## config.mk

```make
export PLATFORM = sky130hd
export DESIGN_NAME = relu6_backward
export DESIGN_NICKNAME = d
export VERILOG_FILES = /design/src/rtl/relu_pkg.sv /design/src/rtl/mask_fifo.sv /design/src/rtl/relu6_backward.sv
export SDC_FILE = /design/constraint.sdc
export NUM_CORES = 1
export LEC_CHECK = 0
export CAP_MARGIN = 10
export CORE_ASPECT_RATIO = 0.7
export CORE_UTILIZATION = 40
export CTS_BUF_LIST = sky130_fd_sc_hd__clkbuf_8
export CTS_CLUSTER_SIZE = 20
export DETAILED_ROUTE_END_ITERATION = 10
export DONT_BUFFER_PORTS = 1
export HOLD_SLACK_MARGIN = 0.03
export PLACE_DENSITY_LB_ADDON = 0.12
export SLEW_MARGIN = 5
export SYNTH_ARGS = -nofsm -noshare
export SYNTH_HDL_FRONTEND = slang
export SYNTH_SLANG_ARGS = --single-unit
```

## constraint.sdc

```tcl
create_clock -name clk -period 2.5 [get_ports clk]
set_input_delay 0.375 -clock clk [delete_from_list [all_inputs] [get_ports clk]]
set_output_delay 0.375 -clock clk [all_outputs]
set_load 0.05 [all_outputs]
```

## src/rtl/relu_pkg.sv

```systemverilog
// Shared types and helpers for the ReLU6 backward-pass mask path.
package relu_pkg;

  typedef struct packed {
    logic last;
    logic pass;
  } mask_entry_t;

  function automatic longint fxp_threshold(input int threshold, input int fxp_frac,
                                           input int width);
    longint v;
    v = longint'(threshold) <<< fxp_frac;
    if (width < 64) v = v & ((64'sd1 <<< width) - 64'sd1);
    return v;
  endfunction

endpackage

```

## src/rtl/mask_fifo.sv

```systemverilog
// In-order FIFO of derivative mask entries with synchronous flush.
module mask_fifo
  import relu_pkg::*;
#(
  parameter int DEPTH = 64
) (
  input  logic                   clk,
  input  logic                   rst_n,
  input  logic                   flush,
  input  logic                   push,
  input  mask_entry_t            push_data,
  input  logic                   pop,
  output mask_entry_t            pop_data,
  output logic                   full,
  output logic                   empty,
  output logic [$clog2(DEPTH):0] count
);

  localparam int AW = $clog2(DEPTH);

  mask_entry_t     mem [DEPTH];
  logic [AW-1:0]   wr_ptr;
  logic [AW-1:0]   rd_ptr;
  logic            do_push;
  logic            do_pop;

  assign full     = (count == (AW+1)'(DEPTH));
  assign empty    = (count == '0);
  assign do_push  = push && !full;
  assign do_pop   = pop && !empty;
  assign pop_data = mem[rd_ptr];

  // Pointers wrap naturally because DEPTH is a power of two.
  always_ff @(posedge clk or negedge rst_n) begin
    if (!rst_n) begin
      wr_ptr <= '0;
      rd_ptr <= '0;
      count  <= '0;
    end else if (flush) begin
      wr_ptr <= '0;
      rd_ptr <= '0;
      count  <= '0;
    end else begin
      if (do_push) wr_ptr <= wr_ptr + 1'b1;
      if (do_pop)  rd_ptr <= rd_ptr + 1'b1;
      case ({do_push, do_pop})
        2'b10:   count <= count + 1'b1;
        2'b01:   count <= count - 1'b1;
        default: count <= count;
      endcase
    end
  end

  always_ff @(posedge clk) begin
    if (do_push && !flush) mem[wr_ptr] <= push_data;
  end

endmodule

```

## src/rtl/relu6_backward.sv

```systemverilog
// ReLU6 backward pass: records forward derivative masks and gates the gradient stream.
module relu6_backward
  import relu_pkg::*;
#(
  parameter int WIDTH     = 32,
  parameter int THRESHOLD = 6,
  parameter int FXP_FRAC  = 15,
  parameter int GRAD_W    = 16,
  parameter int DEPTH     = 64
) (
  input  logic                     clk,
  input  logic                     rst_n,
  input  logic                     flush,
  input  logic                     fwd_valid,
  output logic                     fwd_ready,
  input  logic signed [WIDTH-1:0]  fwd_in,
  input  logic                     fwd_last,
  input  logic                     grad_valid,
  output logic                     grad_ready,
  input  logic signed [GRAD_W-1:0] grad_in,
  input  logic                     grad_last,
  output logic                     out_valid,
  input  logic                     out_ready,
  output logic signed [GRAD_W-1:0] out_grad,
  output logic                     out_last,
  output logic [$clog2(DEPTH):0]   occupancy,
  output logic                     sync_err
);

  localparam logic signed [WIDTH-1:0] FXP_TH =
    WIDTH'(fxp_threshold(THRESHOLD, FXP_FRAC, WIDTH));
  localparam logic signed [WIDTH-1:0] ZERO = '0;

  mask_entry_t push_entry;
  mask_entry_t pop_entry;
  logic        full;
  logic        empty;
  logic        push;
  logic        accept;

  // Derivative is zero at and above the clamp ceiling, as well as for x <= 0.
  assign push_entry.pass = (fwd_in > ZERO) && (fwd_in < FXP_TH);
  assign push_entry.last = fwd_last;

  assign fwd_ready  = !full;
  assign push       = fwd_valid && fwd_ready;
  assign grad_ready = !empty && (!out_valid || out_ready);
  assign accept     = grad_valid && grad_ready;

  mask_fifo #(.DEPTH(DEPTH)) u_fifo (
    .clk       (clk),
    .rst_n     (rst_n),
    .flush     (flush),
    .push      (push),
    .push_data (push_entry),
    .pop       (accept),
    .pop_data  (pop_entry),
    .full      (full),
    .empty     (empty),
    .count     (occupancy)
  );

  always_ff @(posedge clk or negedge rst_n) begin
    if (!rst_n) begin
      out_valid <= 1'b0;
      out_grad  <= '0;
      out_last  <= 1'b0;
      sync_err  <= 1'b0;
    end else if (flush) begin
      out_valid <= 1'b0;
      out_grad  <= '0;
      out_last  <= 1'b0;
      sync_err  <= 1'b0;
    end else if (accept) begin
      out_valid <= 1'b1;
      out_grad  <= pop_entry.pass ? grad_in : '0;
      out_last  <= grad_last;
      if (grad_last != pop_entry.last) sync_err <= 1'b1;
    end else if (out_ready) begin
      out_valid <= 1'b0;
    end
  end

endmodule

```

Word-level counts from Yosys, hierarchy flattened
Memory sizes are Yosys's and may differ from the RTL's.
Index checks and enable logic that the tools add are counted.
{"block": "totals", "ramBits": 128, "register_bits": 38, "mem_count": 1, "word_cells": 57, "input_bits": 56}
{"memory": "u_fifo.mem", "depth": 64, "word_bits": 2, "rd": 1, "rd_ports_with_merged_regs": 0, "wr": 1, "line": "mask_fifo.sv:21", "source": "mask_entry_t mem [DEPTH];"}
{"block": "op_classes", "reduce_logical": 20, "n_eq_ne": 4, "n_lt_le_gt_ge": 2, "n_addsub": 4, "mux": 19}
{"cell": "16-bit two-way mux", "count": 3}
{"cell": "32-bit by 1-bit > comparator with 1-bit output (second input constant)", "count": 1}
{"cell": "32-bit by 19-bit less-than comparator with 1-bit output (second input constant)", "count": 1}
{"cell": "6-bit two-way mux", "count": 4}
{"cell": "7-bit case mux with 2 select lines", "count": 1}
{"cell": "6-bit by 1-bit adder with 6-bit output (second input constant)", "count": 2}
{"cell": "1-bit two-way mux", "count": 10}
{"cell": "2-bit nonzero test", "count": 4}
{"cell": "7-bit by 1-bit adder with 7-bit output (second input constant)", "count": 1}
{"cell": "7-bit equality test (second input constant)", "count": 1}
{"cell": "1-bit logical AND", "count": 7}
{"cell": "7-bit zero test", "count": 1}
{"cell": "7-bit two-way mux", "count": 1}
{"cell": "7-bit by 1-bit subtractor with 7-bit output (second input constant)", "count": 1}
{"cell": "3-bit nonzero test", "count": 2}
{"cell": "1-bit zero test", "count": 4}
{"cell": "2-bit by 1-bit equality test with 1-bit output (second input constant)", "count": 1}
{"cell": "2-bit equality test (second input constant)", "count": 1}
{"cell": "2-bit AND reduction", "count": 1}
{"cell": "1-bit logical OR", "count": 1}
{"cell": "1-bit inequality test", "count": 1}

Longest topological paths before layout
{"block": "logic_depth", "word_depth": 8, "mapped_depth": 12}

Hierarchy
From an unflattened synthesis, not the netlist that was laid out.
{"block": "unflattened", "hier_cells": 506, "hier_area_um2": 7383.3}
{"module": "mask_fifo", "area_per_inst_um2": 6553.8, "cells_per_inst": 438, "n_inst": 1}
{"module": "relu6_backward", "area_per_inst_um2": 829.5, "cells_per_inst": 68, "n_inst": 1}

Worst setup path before layout
Ideal clock, no wire load.
{"block": "synth_timing", "path_type": "register to register", "from": "register u_fifo.count[2]", "to": "register u_fifo.count[4]", "synth_period_minus_slack_ps": 2867, "arrival_time_ps": 2735, "stages_incl_launch_ff": 13, "path_slack_ps": -367, "path_cell_list": "dfrtp_1 > clkbuf_1 > or3_1 > clkbuf_1 > o311a_1 > nand2_1 > xnor2_1 > ha_1 > nor2_1 > nand3_1 > o32ai_1 > xnor2_1 > nor2_1"}
{"block": "synth_between", "elab_chain_len": 8, "word_cells_on_any_way": 16}
{"element": "start, declared", "line": "mask_fifo.sv:16", "source": "output logic [$clog2(DEPTH):0] count"}
{"element": "start signal, assigned", "line": "mask_fifo.sv:47", "source": "2'b10: count <= count + 1'b1;"}
{"element": "start signal, assigned", "line": "mask_fifo.sv:48", "source": "2'b01: count <= count - 1'b1;"}
{"element": "start signal, assigned", "line": "mask_fifo.sv:49", "source": "default: count <= count;"}
{"element": "7-bit zero test", "line": "mask_fifo.sv:28", "source": "assign empty = (count == '0);"}
{"element": "1-bit zero test", "line": "mask_fifo.sv:30, relu6_backward.sv:47"}
{"element": "1-bit logical AND", "line": "relu6_backward.sv:47", "source": "assign grad_ready = !empty && (!out_valid || out_ready);"}
{"element": "1-bit logical AND", "line": "relu6_backward.sv:48", "source": "assign accept = grad_valid && grad_ready;"}
{"element": "1-bit logical AND", "line": "mask_fifo.sv:30", "source": "assign do_pop = pop && !empty;"}
{"element": "2-bit by 1-bit equality test with 1-bit output or 2-bit equality test (tied branches)", "line": "mask_fifo.sv:46", "source": "case ({do_push, do_pop})"}
{"element": "7-bit case mux with 2 select lines", "line": "mask_fifo.sv:46"}
{"element": "7-bit two-way mux", "line": "mask_fifo.sv:39", "source": "end else if (flush) begin"}
Several ways; a longest one is shown, not always the timed one.
A chain may end at the register's enable or synchronous reset.

Worst setup path in the final report
{"block": "layout_timing", "from": "register u_fifo.rd_ptr[0]", "to": "register out_grad[10]"}
{"block": "layout_between", "elab_chain_len": 4}
{"element": "start, declared", "line": "mask_fifo.sv:23", "source": "logic [AW-1:0] rd_ptr;"}
{"element": "start signal, assigned", "line": "mask_fifo.sv:45", "source": "if (do_pop) rd_ptr <= rd_ptr + 1'b1;"}
{"element": "memory 64 x 2 bit"}
{"element": "16-bit two-way mux", "line": "relu6_backward.sv:76", "source": "out_grad <= pop_entry.pass ? grad_in : '0;"}
{"element": "16-bit two-way mux", "line": "relu6_backward.sv:74", "source": "end else if (accept) begin"}
{"element": "16-bit two-way mux", "line": "relu6_backward.sv:69", "source": "end else if (flush) begin"}
{"element": "end signal, assigned", "line": "relu6_backward.sv:76"}
{"element": "end, declared", "line": "relu6_backward.sv:24", "source": "output logic signed [GRAD_W-1:0] out_grad,"}
Every way passes these cells. The select of a mux whose other input is x is not followed.

==> run_results.csv <==
group,metric,value,unit
status,status,"finished, violations left",
status,violations,"design-rule violations",
worst_setup_path,crit_fanout,8,
clock_tree,h-tree-depth,4,
clock_tree,cts_tree,"built",
floorplanning,row_count,41,
yosys,synth_cell_type_count,51,
routing,drt-initial-drc-count,422,
sta,tightestPinTransition,0.977,ns
floorplanning,die_h,117,µm
sta,rsz0062_at_grt,"no",
yosys,synth_area_leader_cell,"edfxtp_1",
yosys,synthTopCellsByArea,"edfxtp_1 (51%), dfrtp_1 (13%), mux4_2 (6.3%)",
clock_tree,path_clk_slew,0.09,ns
yosys,synth_edf_count,128,
placement,gp_congestion,0.836,
floorplanning,dieWidth,166,µm
finish,finalNonFillerCells,824,
sta,fin_crit_sh,96.5,%
sta,finalMaxSlewViolations,0,
routing,routed_wl,18400,µm
worst_setup_path,crit_top_cell,"mux4_2",
yosys,synth_nets,601,
finish,drive_gt1_share,25.3,%
placement,dp.cells,774,
sta,fin_setup_tns,0,ns
yosys,async_reset_ff_share,22.9,%
yosys,synthCells,541,
yosys,syn_avg_cell_area,13.9,µm²
floorplanning,dieArea,19400,µm²
routing,route.detailed.drc,3,
finish,nets,635,
worst_setup_path,cp_cell_sequence,"buf_12 > mux4_2 > mux4_2 > o211a_1 > a31oi_4 > clkbuf_16 > o21ai_2",
yosys,yosysSeqAreaShare,63.7,%
routing,ant_nets,0,
placement,portBuffers,0,
clock_tree,clock-sinks,166,
routing,dr_total_vias,4630,
yosys,ys_warn_count,0,
sta,min_period,2.41,ns
finish,n_fill_cell,1594,
sta,fin_skew,0.0198,ns
worst_setup_path,cp_data_arrival_time,2.75,ns
clock_tree,clk_latency,0.45,ns
sta,fmax,414,MHz
placement,dp_hpwl,12300,µm
global_routing,grt_max_degree,65,
clock_tree,clock_path_buffers,2,
routing,drt_pass1_iterations,8,
finish,layout.area.seq,4800,µm²
worst_setup_path,critPathMaxStageDelay,0.50,ns
power_and_ir_drop,powerDensity,861,nW/µm²
finish,num_antenna_cells,0,
yosys,synth_area,7520,µm²
clock_tree,cts_inserted_buffers,17,
floorplanning,fp.coreArea,18200,µm²
sta,timing_hold_violations_final,0,
global_routing,grt_pass1_vias,4522,
routing,vias_per_cell,5.62,
worst_setup_path,crit_slowest_cell,"mux4_2",
floorplanning,ioPinCount,84,
worst_setup_path,crit_path_end_kind,"flop",
worst_setup_path,cp.required,2.84,ns
finish,syn_to_final_growth,14.8,%
sta,max_slew_margin,34.6,%
global_routing,track_usage,19.6,%
global_routing,overflow,0,
sta,setup_violations,0,
finish,multi_input_area,2620,µm²
yosys,ys_ff_latch,166,
routing,wl_per_cell,22.3,µm
min_path,hp-class,"in2reg",
global_routing,grt_pass1_wl,27600,µm
worst_setup_path,worstSetupPathType,"reg2reg",
global_routing,antenna_found_initial,0,
floorplanning,start_util,41.3,%
run,drv_cap,0,
power_and_ir_drop,p_leak,2.78,nW
clock_tree,clockRootBuffer,"clkbuf_8",
yosys,ys.flop_type,"edfxtp_1",
power_and_ir_drop,irDropWorstVdd,508,µV
worst_setup_path,worstSetupStartpointType,"flop",
yosys,synth_top_area_share,51.1,%
==> Yosys cell counts, types with 6 or more instances <==
cell / n
xnor2_1: 11
edfxtp_1: 128
mux2i_1: 13
or3_1: 10
mux4_2: 21
nand3_1: 14
nor4_1: 9
clkbuf_1: 28
o21ai_2: 10
o21ai_0: 11
a21oi_1: 6
nand2_1: 19
dfrtp_1: 38
xor2_1: 6
mux4_1: 8
nand3b_1: 41
nor2_1: 91
==> flip-flops by register name, indices dropped and copies added (netlist names) <==
register       count
out_last           1
u_fifo.wr_ptr      6
sync_err           1
out_valid          1
u_fifo.count       7
out_grad          16
u_fifo.mem       128
u_fifo.rd_ptr      6
==> metrics by stage <==
stage | utilization (%) | hold WS [ns] | power [mW] | instance area (µm²) | setup WS [ns]
after floorplan | - | 0.0794 | 4.89 | 7610 | -0.127
after global placement | 44.2 | 0.0802 | 5.40 | 8050 | 0.0335
after detailed placement | 44.2 | 0.0800 | 5.42 | 8050 | -0.00388
after CTS | 46.8 | 0.0405 | 7.32 | 8530 | 0.0167
after global routing | 47.4 | 0.0499 | 7.77 | 8640 | 0.00781
final | 47.4 | 0.0569 | 7.44 | 8640 | 0.0863
==> routing by layer <==
layer	wire, µm	GRT usage (%)	part of all wire [%]
met3	1190	5.56	6.5
met5	0	0	0
met1	9260	30.0	50
met4	195	4.67	1.1
met2	7760	27.0	42
==> cells in the final DEF (no fill, tap or decap), types with 11 or more instances in the layout <==
| cell | instances |
|---|---|
| clkbuf_8 | 17 |
| nand2_1 | 18 |
| nand3b_1 | 41 |
| dfrtp_1 | 35 |
| mux4_2 | 26 |
| buf_4 | 46 |
| nor2_1 | 89 |
| mux2i_1 | 13 |
| o21ai_2 | 11 |
| edfxtp_1 | 128 |
| nand3_1 | 13 |
==> critical path, delay by kind of cell, from the launching register on <==
kind,cells,cell delay [ns]
flip-flops,1,0.39
buffers and inverters,2,0.35
AO/OA/AOI/OAI,3,0.58
multiplexers,2,0.99
==> power breakdown <==
part	total, mW	internal, mW	switching, mW
registers	3.38	3.08	0.298
logic	2.23	0.984	1.25
clock network	1.83	0.793	1.03
total	7.44	4.86	2.58
==> path summary, 6_finish.rpt <==
kind,depth (start not counted),startpoint,to,slack (ns)
setup / recovery,7,u_fifo.rd_ptr[0],out_grad[10],0.09
hold reg to reg,2,u_fifo.rd_ptr[5],u_fifo.rd_ptr[5],0.66
setup reg to reg,7,u_fifo.rd_ptr[0],out_grad[10],0.09
hold / removal,2,grad_last,out_last,0.06
min in group asynchronous,2,rst_n,u_fifo.count[5],0.44
max in group asynchronous,2,rst_n,u_fifo.rd_ptr[0],1.85
==> cell families after synthesis <==
| kind of cell | after synthesis | share of synthesized area [%] |
|---|---|---|
| flops | 166 | 63.7 |
| compound gates | 57 | 5.70 |
| buf+inv | 48 | 2.83 |
| xor+xnor | 17 | 1.98 |
| fa+ha+maj | 4 | 0.665 |
| mux | 43 | 11.0 |
| simple gates | 206 | 14.2 |
==> area by class of cell <==
type,count,area share [%]
Clock buffer,17,2.71
Clock inverter,15,1.51
Inverter,6,0.261
Multi-Input combinational cell,327,30.3
Sequential cell,166,55.6
Tap cell,236,3.42
Timing Repair Buffer,57,6.26
==> repair_timing <==
action                                  CTS  global route
gates cloned                              0             1
hold buffers                              5             0
hold endpoints to repair                112             0
pin swaps                                 0             9
setup buffers                             7             5
endpoints found under the setup margin    6            63
resized for setup                         0            17
No activity file was read; power rests on OpenSTA's default activity.
